### src/rtl/uart_pkg.sv
// Shared UART definitions used by both the TX serializer and the RX path.
// Holds the frame FSM state encoding, the parity-type constants and the
// default payload/prescale widths so both directions agree on framing.
package uart_pkg;

  // Default frame geometry
  localparam int DATA_WIDTH_DEF = 8;
  localparam int PRESCALE_W_DEF = 6;

  // PAR_TYP input encodings
  localparam logic PAR_EVEN = 1'b0;
  localparam logic PAR_ODD  = 1'b1;

  // Frame FSM: IDLE -> START -> DATA -> (PARITY) -> STOP -> IDLE
  typedef enum logic [2:0] {
    ST_IDLE   = 3'd0,
    ST_START  = 3'd1,
    ST_DATA   = 3'd2,
    ST_PARITY = 3'd3,
    ST_STOP   = 3'd4
  } tx_state_e;

endpackage

### src/rtl/uart_tx_bit_timer.sv
// Bit timer for the UART transmitter.
// Counts clk cycles within a serial bit (edge_cnt 0..P-1) and data bit
// positions within the payload (bit_cnt 0..DATA_WIDTH-1).
// Ports:
//   clk, rst        clock / asynchronous active-high reset
//   active          frame in progress (FSM not IDLE); counters held at 0 otherwise
//   data_phase      FSM is in DATA; bit_cnt held at 0 otherwise
//   prescale        latched cycles-per-bit; 0 selects 2**PRESCALE_W
//   bit_tick        current cycle is the last cycle of the current serial bit
//   last_bit        bit_cnt points at the final payload bit
//   bit_nxt         value bit_cnt takes after this edge (lets the top register TX_OUT)
//   final_edge_nxt  the next cycle is the last cycle of a serial bit
import uart_pkg::*;

module uart_tx_bit_timer #(
  parameter int DATA_WIDTH = DATA_WIDTH_DEF,
  parameter int PRESCALE_W = PRESCALE_W_DEF,
  localparam int BIT_W     = (DATA_WIDTH > 1) ? $clog2(DATA_WIDTH) : 1
) (
  input  logic                  clk,
  input  logic                  rst,
  input  logic                  active,
  input  logic                  data_phase,
  input  logic [PRESCALE_W-1:0] prescale,
  output logic                  bit_tick,
  output logic                  last_bit,
  output logic [BIT_W-1:0]      bit_nxt,
  output logic                  final_edge_nxt
);

  logic [PRESCALE_W-1:0] edge_cnt;
  logic [PRESCALE_W-1:0] edge_nxt;
  logic [PRESCALE_W-1:0] p_last;
  logic [BIT_W-1:0]      bit_cnt;

  // prescale=0 wraps to all-ones here, giving a full 2**PRESCALE_W period.
  assign p_last   = prescale - PRESCALE_W'(1);
  assign bit_tick = active && (edge_cnt == p_last);
  assign last_bit = (bit_cnt == BIT_W'(DATA_WIDTH - 1));

  always_comb begin
    edge_nxt = '0;
    bit_nxt  = '0;
    if (active) begin
      edge_nxt = bit_tick ? '0 : edge_cnt + PRESCALE_W'(1);
    end
    if (data_phase) begin
      if (bit_tick) begin
        bit_nxt = last_bit ? '0 : bit_cnt + BIT_W'(1);
      end else begin
        bit_nxt = bit_cnt;
      end
    end
  end

  assign final_edge_nxt = (edge_nxt == p_last);

  always_ff @(posedge clk or posedge rst) begin
    if (rst) begin
      edge_cnt <= '0;
      bit_cnt  <= '0;
    end else begin
      edge_cnt <= edge_nxt;
      bit_cnt  <= bit_nxt;
    end
  end

endmodule

### src/rtl/uart_tx_serializer.sv
// UART transmitter running on the oversampled clock shared with the RX path.
// Accepts one byte per DATA_VALID handshake while idle and sends
// start bit, data LSB first, optional parity and one stop bit, each held for
// `prescale` clk cycles (0 means 2**PRESCALE_W).
// Ports:
//   clk         oversampled clock
//   rst         asynchronous active-high reset; abandons any frame in flight
//   P_DATA      payload, sampled only in the accepting cycle
//   DATA_VALID  request; accepted when the FSM is idle
//   PAR_EN      insert a parity bit after the data
//   PAR_TYP     0 even parity, 1 odd parity
//   prescale    clk cycles per serial bit
//   TX_OUT      serial line, idles high (registered)
//   busy        frame in progress (registered)
//   frame_done  one-cycle pulse in the last stop-bit cycle (registered)
import uart_pkg::*;

module uart_tx_serializer #(
  parameter int DATA_WIDTH = DATA_WIDTH_DEF,
  parameter int PRESCALE_W = PRESCALE_W_DEF,
  localparam int BIT_W     = (DATA_WIDTH > 1) ? $clog2(DATA_WIDTH) : 1
) (
  input  logic                  clk,
  input  logic                  rst,
  input  logic [DATA_WIDTH-1:0] P_DATA,
  input  logic                  DATA_VALID,
  input  logic                  PAR_EN,
  input  logic                  PAR_TYP,
  input  logic [PRESCALE_W-1:0] prescale,
  output logic                  TX_OUT,
  output logic                  busy,
  output logic                  frame_done
);

  tx_state_e state_q;
  tx_state_e state_nxt;

  logic [DATA_WIDTH-1:0] data_r;
  logic                  par_en_r;
  logic                  par_typ_r;
  logic [PRESCALE_W-1:0] prescale_r;

  logic                  accept;
  logic                  bit_tick;
  logic                  last_bit;
  logic [BIT_W-1:0]      bit_nxt;
  logic                  final_edge_nxt;

  logic                  tx_nxt;
  logic                  tx_q;
  logic                  busy_q;
  logic                  done_q;

  function automatic logic parity_bit(input logic [DATA_WIDTH-1:0] d,
                                      input logic typ);
    return (typ == PAR_EVEN) ? ^d : ~^d;
  endfunction

  assign accept = (state_q == ST_IDLE) && DATA_VALID;

  uart_tx_bit_timer #(
    .DATA_WIDTH (DATA_WIDTH),
    .PRESCALE_W (PRESCALE_W)
  ) u_timer (
    .clk            (clk),
    .rst            (rst),
    .active         (state_q != ST_IDLE),
    .data_phase     (state_q == ST_DATA),
    .prescale       (prescale_r),
    .bit_tick       (bit_tick),
    .last_bit       (last_bit),
    .bit_nxt        (bit_nxt),
    .final_edge_nxt (final_edge_nxt)
  );

  always_ff @(posedge clk or posedge rst) begin
    if (rst) begin
      state_q <= ST_IDLE;
    end else begin
      state_q <= state_nxt;
    end
  end

  always_comb begin
    state_nxt = state_q;
    case (state_q)
      ST_IDLE:   if (DATA_VALID) state_nxt = ST_START;
      ST_START:  if (bit_tick) state_nxt = ST_DATA;
      ST_DATA:   if (bit_tick && last_bit) state_nxt = par_en_r ? ST_PARITY : ST_STOP;
      ST_PARITY: if (bit_tick) state_nxt = ST_STOP;
      ST_STOP:   if (bit_tick) state_nxt = ST_IDLE;
      default:   state_nxt = ST_IDLE;
    endcase
  end

  // The line level is derived from where the FSM will be after this edge,
  // so TX_OUT can be a plain register yet change in the same cycle as state.
  always_comb begin
    tx_nxt = 1'b1;
    case (state_nxt)
      ST_START:  tx_nxt = 1'b0;
      ST_DATA:   tx_nxt = data_r[bit_nxt];
      ST_PARITY: tx_nxt = parity_bit(data_r, par_typ_r);
      default:   tx_nxt = 1'b1;
    endcase
  end

  // Frame configuration is frozen at acceptance; later input changes are ignored.
  always_ff @(posedge clk or posedge rst) begin
    if (rst) begin
      par_en_r   <= 1'b0;
      par_typ_r  <= PAR_EVEN;
      prescale_r <= '0;
    end else if (accept) begin
      par_en_r   <= PAR_EN;
      par_typ_r  <= PAR_TYP;
      prescale_r <= prescale;
    end
  end

  always_ff @(posedge clk) begin
    if (accept) begin
      data_r <= P_DATA;
    end
  end

  always_ff @(posedge clk or posedge rst) begin
    if (rst) begin
      tx_q   <= 1'b1;
      busy_q <= 1'b0;
      done_q <= 1'b0;
    end else begin
      tx_q   <= tx_nxt;
      busy_q <= (state_nxt != ST_IDLE);
      done_q <= (state_nxt == ST_STOP) && final_edge_nxt;
    end
  end

  assign TX_OUT     = tx_q;
  assign busy       = busy_q;
  assign frame_done = done_q;

endmodule

### config.mk
export PLATFORM = sky130hd
export DESIGN_NAME = uart_tx_serializer
export DESIGN_NICKNAME = d
export VERILOG_FILES = /design/src/rtl/uart_pkg.sv /design/src/rtl/uart_tx_bit_timer.sv /design/src/rtl/uart_tx_serializer.sv
export SDC_FILE = /design/constraint.sdc
export NUM_CORES = 1
export LEC_CHECK = 0
export CAP_MARGIN = 40
export CORE_MARGIN = 2
export CORE_UTILIZATION = 55
export CTS_BUF_LIST = sky130_fd_sc_hd__clkbuf_16
export DETAILED_ROUTE_END_ITERATION = 8
export PLACE_DENSITY = 0.86
export SETUP_SLACK_MARGIN = 0.4
export SYNTH_ARGS = -nofsm -noshare
export SYNTH_HDL_FRONTEND = slang
export SYNTH_SLANG_ARGS = --single-unit
### constraint.sdc
create_clock -name clk -period 3 [get_ports clk]
set_clock_uncertainty 0.2 [all_clocks]
set_input_delay 0.3 -clock clk [delete_from_list [all_inputs] [get_ports clk]]
set_output_delay 0.3 -clock clk [all_outputs]
set_load 0.005 [all_outputs]
==> results.rst <==
.. list-table::
   :header-rows: 1

   * - Metric
     - Value
   * - Count of vias placed by the detailed router
     - roughly 1400
   * - Unrepaired setup endpoints after global routing
     - true
   * - I/O pin total
     - 22
   * - Share of power burned in the clock network
     - a little under a fifth
   * - Area enclosed by the die boundary
     - roughly 3700 um^2
   * - Sequential share of power
     - between 20% and 30%
   * - EDFF count, synth
     - 8
   * - Clock tree from TritonCTS
     - done
   * - Share of total power in combinational logic
     - between 50 and 60%
   * - Leftover overflow at the end of global routing
     - 0
   * - Number of pins exceeding their max-slew limit in the final report
     - 0
   * - Proportion of register bits with asynchronous set or reset after synthesis
     - around 74%
   * - CTS H-Tree Depth
     - 2
   * - Largest family of logic cells by synthesized area
     - XOR/XNOR gates
   * - Mean Syn Cell Area
     - 10.87 um^2
   * - Critical path data required time
     - 3.00 ns
   * - Via/cell ratio
     - 5.914
   * - Max-capacitance violation count
     - 0
   * - Gp weighted congestion
     - 0.8051
   * - Clock network latency to the later pin of the worst-skew pair
     - 0.28 ns
   * - Tightest Pin Transition
     - 0.8156 ns
   * - Area occupied by registers
     - 818.3 um^2
   * - Routed wire length
     - 4.292 mm
   * - Detailed-placement wirelength estimate
     - ~2.8 mm
   * - Number of CTS-inserted buffers
     - 5
   * - Overall fraction of global-route tracks in use
     - 26.08%
   * - Adder-cell area share of the yosys netlist
     - 2.843%
   * - Switching component of the power
     - between 1000 and 1500 uW
   * - Peak Freq
     - ~370 MHz
   * - Share of the synthesized netlist area taken by xor and xnor gates
     - around 16%
   * - Placement row count
     - 20
   * - Power density over the cells
     - 1101 nW/um^2
   * - Final Hold Viols
     - 0
   * - Core Footprint
     - 3053 um^2
   * - Final critical-path required period
     - 2.702 ns
   * - Warnings, synthesis
     - 0
   * - Post-Syn Area
     - 1760 um^2
   * - Synthesized-area fraction occupied by and/or/nand/nor cells
     - 14.78%
   * - Run status
     - finished, final reports clean
   * - Post-CTS clock slew at the launch and capture registers of the worst setup and hold paths
     - roughly 0.050 ns
   * - Fraction of the cycle the final worst path needs
     - roughly 90%
   * - Proportion of synthesized area in mux cells
     - under 10%
   * - Average detailed-routed wire length per instance
     - roughly 18 um
   * - Buffer depth of the longest clock path
     - 2
   * - Flops & latches, synth
     - 31
   * - Wire length of the first global-routing pass
     - 6.699 mm
   * - Number of buffers inserted by hold repair at cts
     - 0
   * - Worst Path Max Fanout
     - 4
   * - Slowest library cell on the worst path
     - sky130_fd_sc_hd__mux4_2
   * - # port buffers
     - 21
   * - Post-Synthesis Cells
     - 162
   * - # clock sinks
     - 31
   * - Fraction of layout instances using a drive strength above 1
     - 24.88%
   * - Antenna diode count
     - 0
   * - Cells along the critical path
     - inv_2 > ha_4 > xnor2_2 > xor2_1 > and4b_2 > a21boi_2 > o21ai_4 > mux4_2 > nand2_1 > o211ai_1
   * - Power, Total
     - approximately 2600 uW
   * - Maximum number of pins on one net before global-route repair
     - 20
   * - Proportion of total power due to net switching
     - about two fifths
   * - Setup total negative slack
     - 0 ns
   * - Clock Tree Root
     - sky130_fd_sc_hd__clkbuf_16
   * - Kind of launch point of the worst setup path
     - register
   * - Area growth from synthesis to layout
     - 33.05%
   * - Critical Path End Type
     - register
   * - Leading cell types in the layout, fill and taps excluded
     - sky130_fd_sc_hd__dfrtp_1 (21), sky130_fd_sc_hd__clkdlybuf4s50_1 (21), sky130_fd_sc_hd__xnor2_1 (19), sky130_fd_sc_hd__buf_4 (14), sky130_fd_sc_hd__nand2_1 (13)
   * - Worst path arrival time
     - 2.70 ns
   * - # nets final
     - 223
   * - IR drop worst, VDD
     - 0.8095 mV
   * - Leak pwr
     - 0.0009394 uW
   * - Post-synthesis net count
     - 185
   * - Final setup vio count
     - 0
   * - Portion of the post-synthesis area used by sequential elements
     - 46.41%
   * - Drc violations
     - 0
   * - Type of the worst min-delay path
     - input port to asynchronous set/reset pin
   * - Worst stage delay on the critical path
     - 0.53 ns
   * - Combined area of the multi-input logic cells
     - between 900 and 1000 um^2
   * - Vias in the first global route
     - 1466
   * - Distinct cells, synth
     - 46
   * - Cell-internal power
     - 1556 uW
   * - Initial antenna violation count
     - 0
   * - Synthesized-area fraction occupied by ao, oa, aoi and oai cells
     - 9.382%
   * - Detailed Routing Iterations Pass 1
     - 4
   * - Headroom to the max-slew limit
     - 45.51%
   * - Type of the worst setup path
     - register to register
   * - Die span in x
     - a little over 60 um
   * - Most frequently used flop master after synthesis
     - sky130_fd_sc_hd__dfrtp_1
   * - Violation count after the first detailed-route iteration
     - 73
   * - Initial Util
     - 57.66%
   * - Number of routed nets with antenna violations
     - 0
   * - Fill count
     - 190
   * - Die Ht
     - roughly 60 um
-- stage by stage --
| step | hold WS [ns] | instance area (um^2) | setup slack, ns | util, % | std cells |
|---|---|---|---|---|---|
| after floorplan | 0.1012 | 1768 | 0.4406 | - | 162 |
| after global placement | 0.3166 | 2017 | 0.3243 | 66.07 | 223 |
| after detailed placement | 0.3296 | 2032 | 0.1091 | 66.56 | 224 |
| after CTS | 0.1657 | 2302 | 0.3195 | 75.41 | 242 |
| after global routing | 0.1948 | 2342 | 0.2525 | 76.72 | 245 |
| final | 0.1490 | 2342 | 0.2980 | 76.72 | 245 |
-- path summary, 6_finish.rpt --
kind | depth (start not counted) | endpoint | slack (ns) | start
max | 10 | TX_OUT | 0.30 | prescale_r[1]
min | 2 | u_timer.bit_cnt[1] | 0.15 | rst
max reg2reg | 10 | TX_OUT | 0.30 | prescale_r[1]
min reg2reg | 1 | state_q[1] | 0.34 | state_q[2]
max in group asynchronous | 3 | prescale_r[2] | 1.98 | rst
min in group clk | 1 | state_q[1] | 0.34 | state_q[2]
-- cell usage after synthesis, types with 2 or more instances --
library cell,instances,area [um^2]
sky130_fd_sc_hd__o21ai_0,8,40.04
sky130_fd_sc_hd__o22ai_1,2,12.51
sky130_fd_sc_hd__ha_1,4,50.05
sky130_fd_sc_hd__edfxtp_1,8,240.2
sky130_fd_sc_hd__clkbuf_1,3,11.26
sky130_fd_sc_hd__nand2_1,14,52.55
sky130_fd_sc_hd__xor2_1,6,52.55
sky130_fd_sc_hd__a21oi_1,5,25.02
sky130_fd_sc_hd__nor3_1,4,20.02
sky130_fd_sc_hd__mux2_2,5,56.30
sky130_fd_sc_hd__o211ai_1,2,15.01
sky130_fd_sc_hd__a31oi_1,3,18.77
sky130_fd_sc_hd__mux2i_1,2,20.02
sky130_fd_sc_hd__nor2_1,12,45.04
sky130_fd_sc_hd__inv_1,10,37.54
sky130_fd_sc_hd__xnor2_1,21,183.9
sky130_fd_sc_hd__nand3_1,3,15.01
sky130_fd_sc_hd__dfrtp_1,22,550.5
-- cells by family after synthesis --
kind of cell    Yosys count
simple gates             47
flops                    31
xor+xnor                 29
compound gates           26
buf+inv                  15
mux                      10
fa+ha+maj                 4
-- cell type report --
type | instances | area share [%]
clock buffer | 5 | 5.342
clock inverter | 3 | 0.6410
inverter | 10 | 1.603
multi-input combinational | 116 | 41.03
sequential | 31 | 34.94
tap | 44 | 2.350
timing repair buffer | 36 | 14.10
-- per-layer routing --
metal | vias up | global-route usage [%] | part of all wire, %
met4 | 0 | 15.53 | 4.9
met5 | - | 0 | 0
met3 | 34 | 8.102 | 7.1
met1 | 692 | 26.96 | 36
li1 | 639 | - | -
met2 | 84 | 46.08 | 52
-- registers in the layout, indices dropped and copies added, names as in the netlist --
name	flops
busy	1
u_timer.edge_cnt	6
data_r	8
par_typ_r	1
prescale_r	6
u_timer.bit_cnt	3
TX_OUT	1
par_en_r	1
state_q	3
frame_done	1
-- timing repair --
item,4_1_cts,5_1_grt
endpoints found under the setup margin,3,3
resized for setup,14,6
pin swaps,12,4
cloned,0,0
setup buffers,10,3
-- power by group through the flow --
stage | registers (uW) | clock network [uW] | logic, uW
floorplan | 663 | 0 | 872
global placement | 712 | 0 | 969
detailed placement | 726 | 0 | 1040
CTS | 711 | 486 | 1240
global route | 734 | 506 | 1460
finish | 723 | 482 | 1370
-- worst max-delay path, delay by kind of cell, from the launching register on --
kind / cells / cell delay [ns]
flip-flops: 1 / 0.40
AND/OR/NAND/NOR: 2 / 0.40
XOR/XNOR: 2 / 0.49
buffers and inverters: 1 / 0.07
multiplexers: 1 / 0.53
adder cells (fa/ha/maj): 1 / 0.18
AO/OA/AOI/OAI: 3 / 0.36
Note: power is estimated with default switching activity, not from simulation.
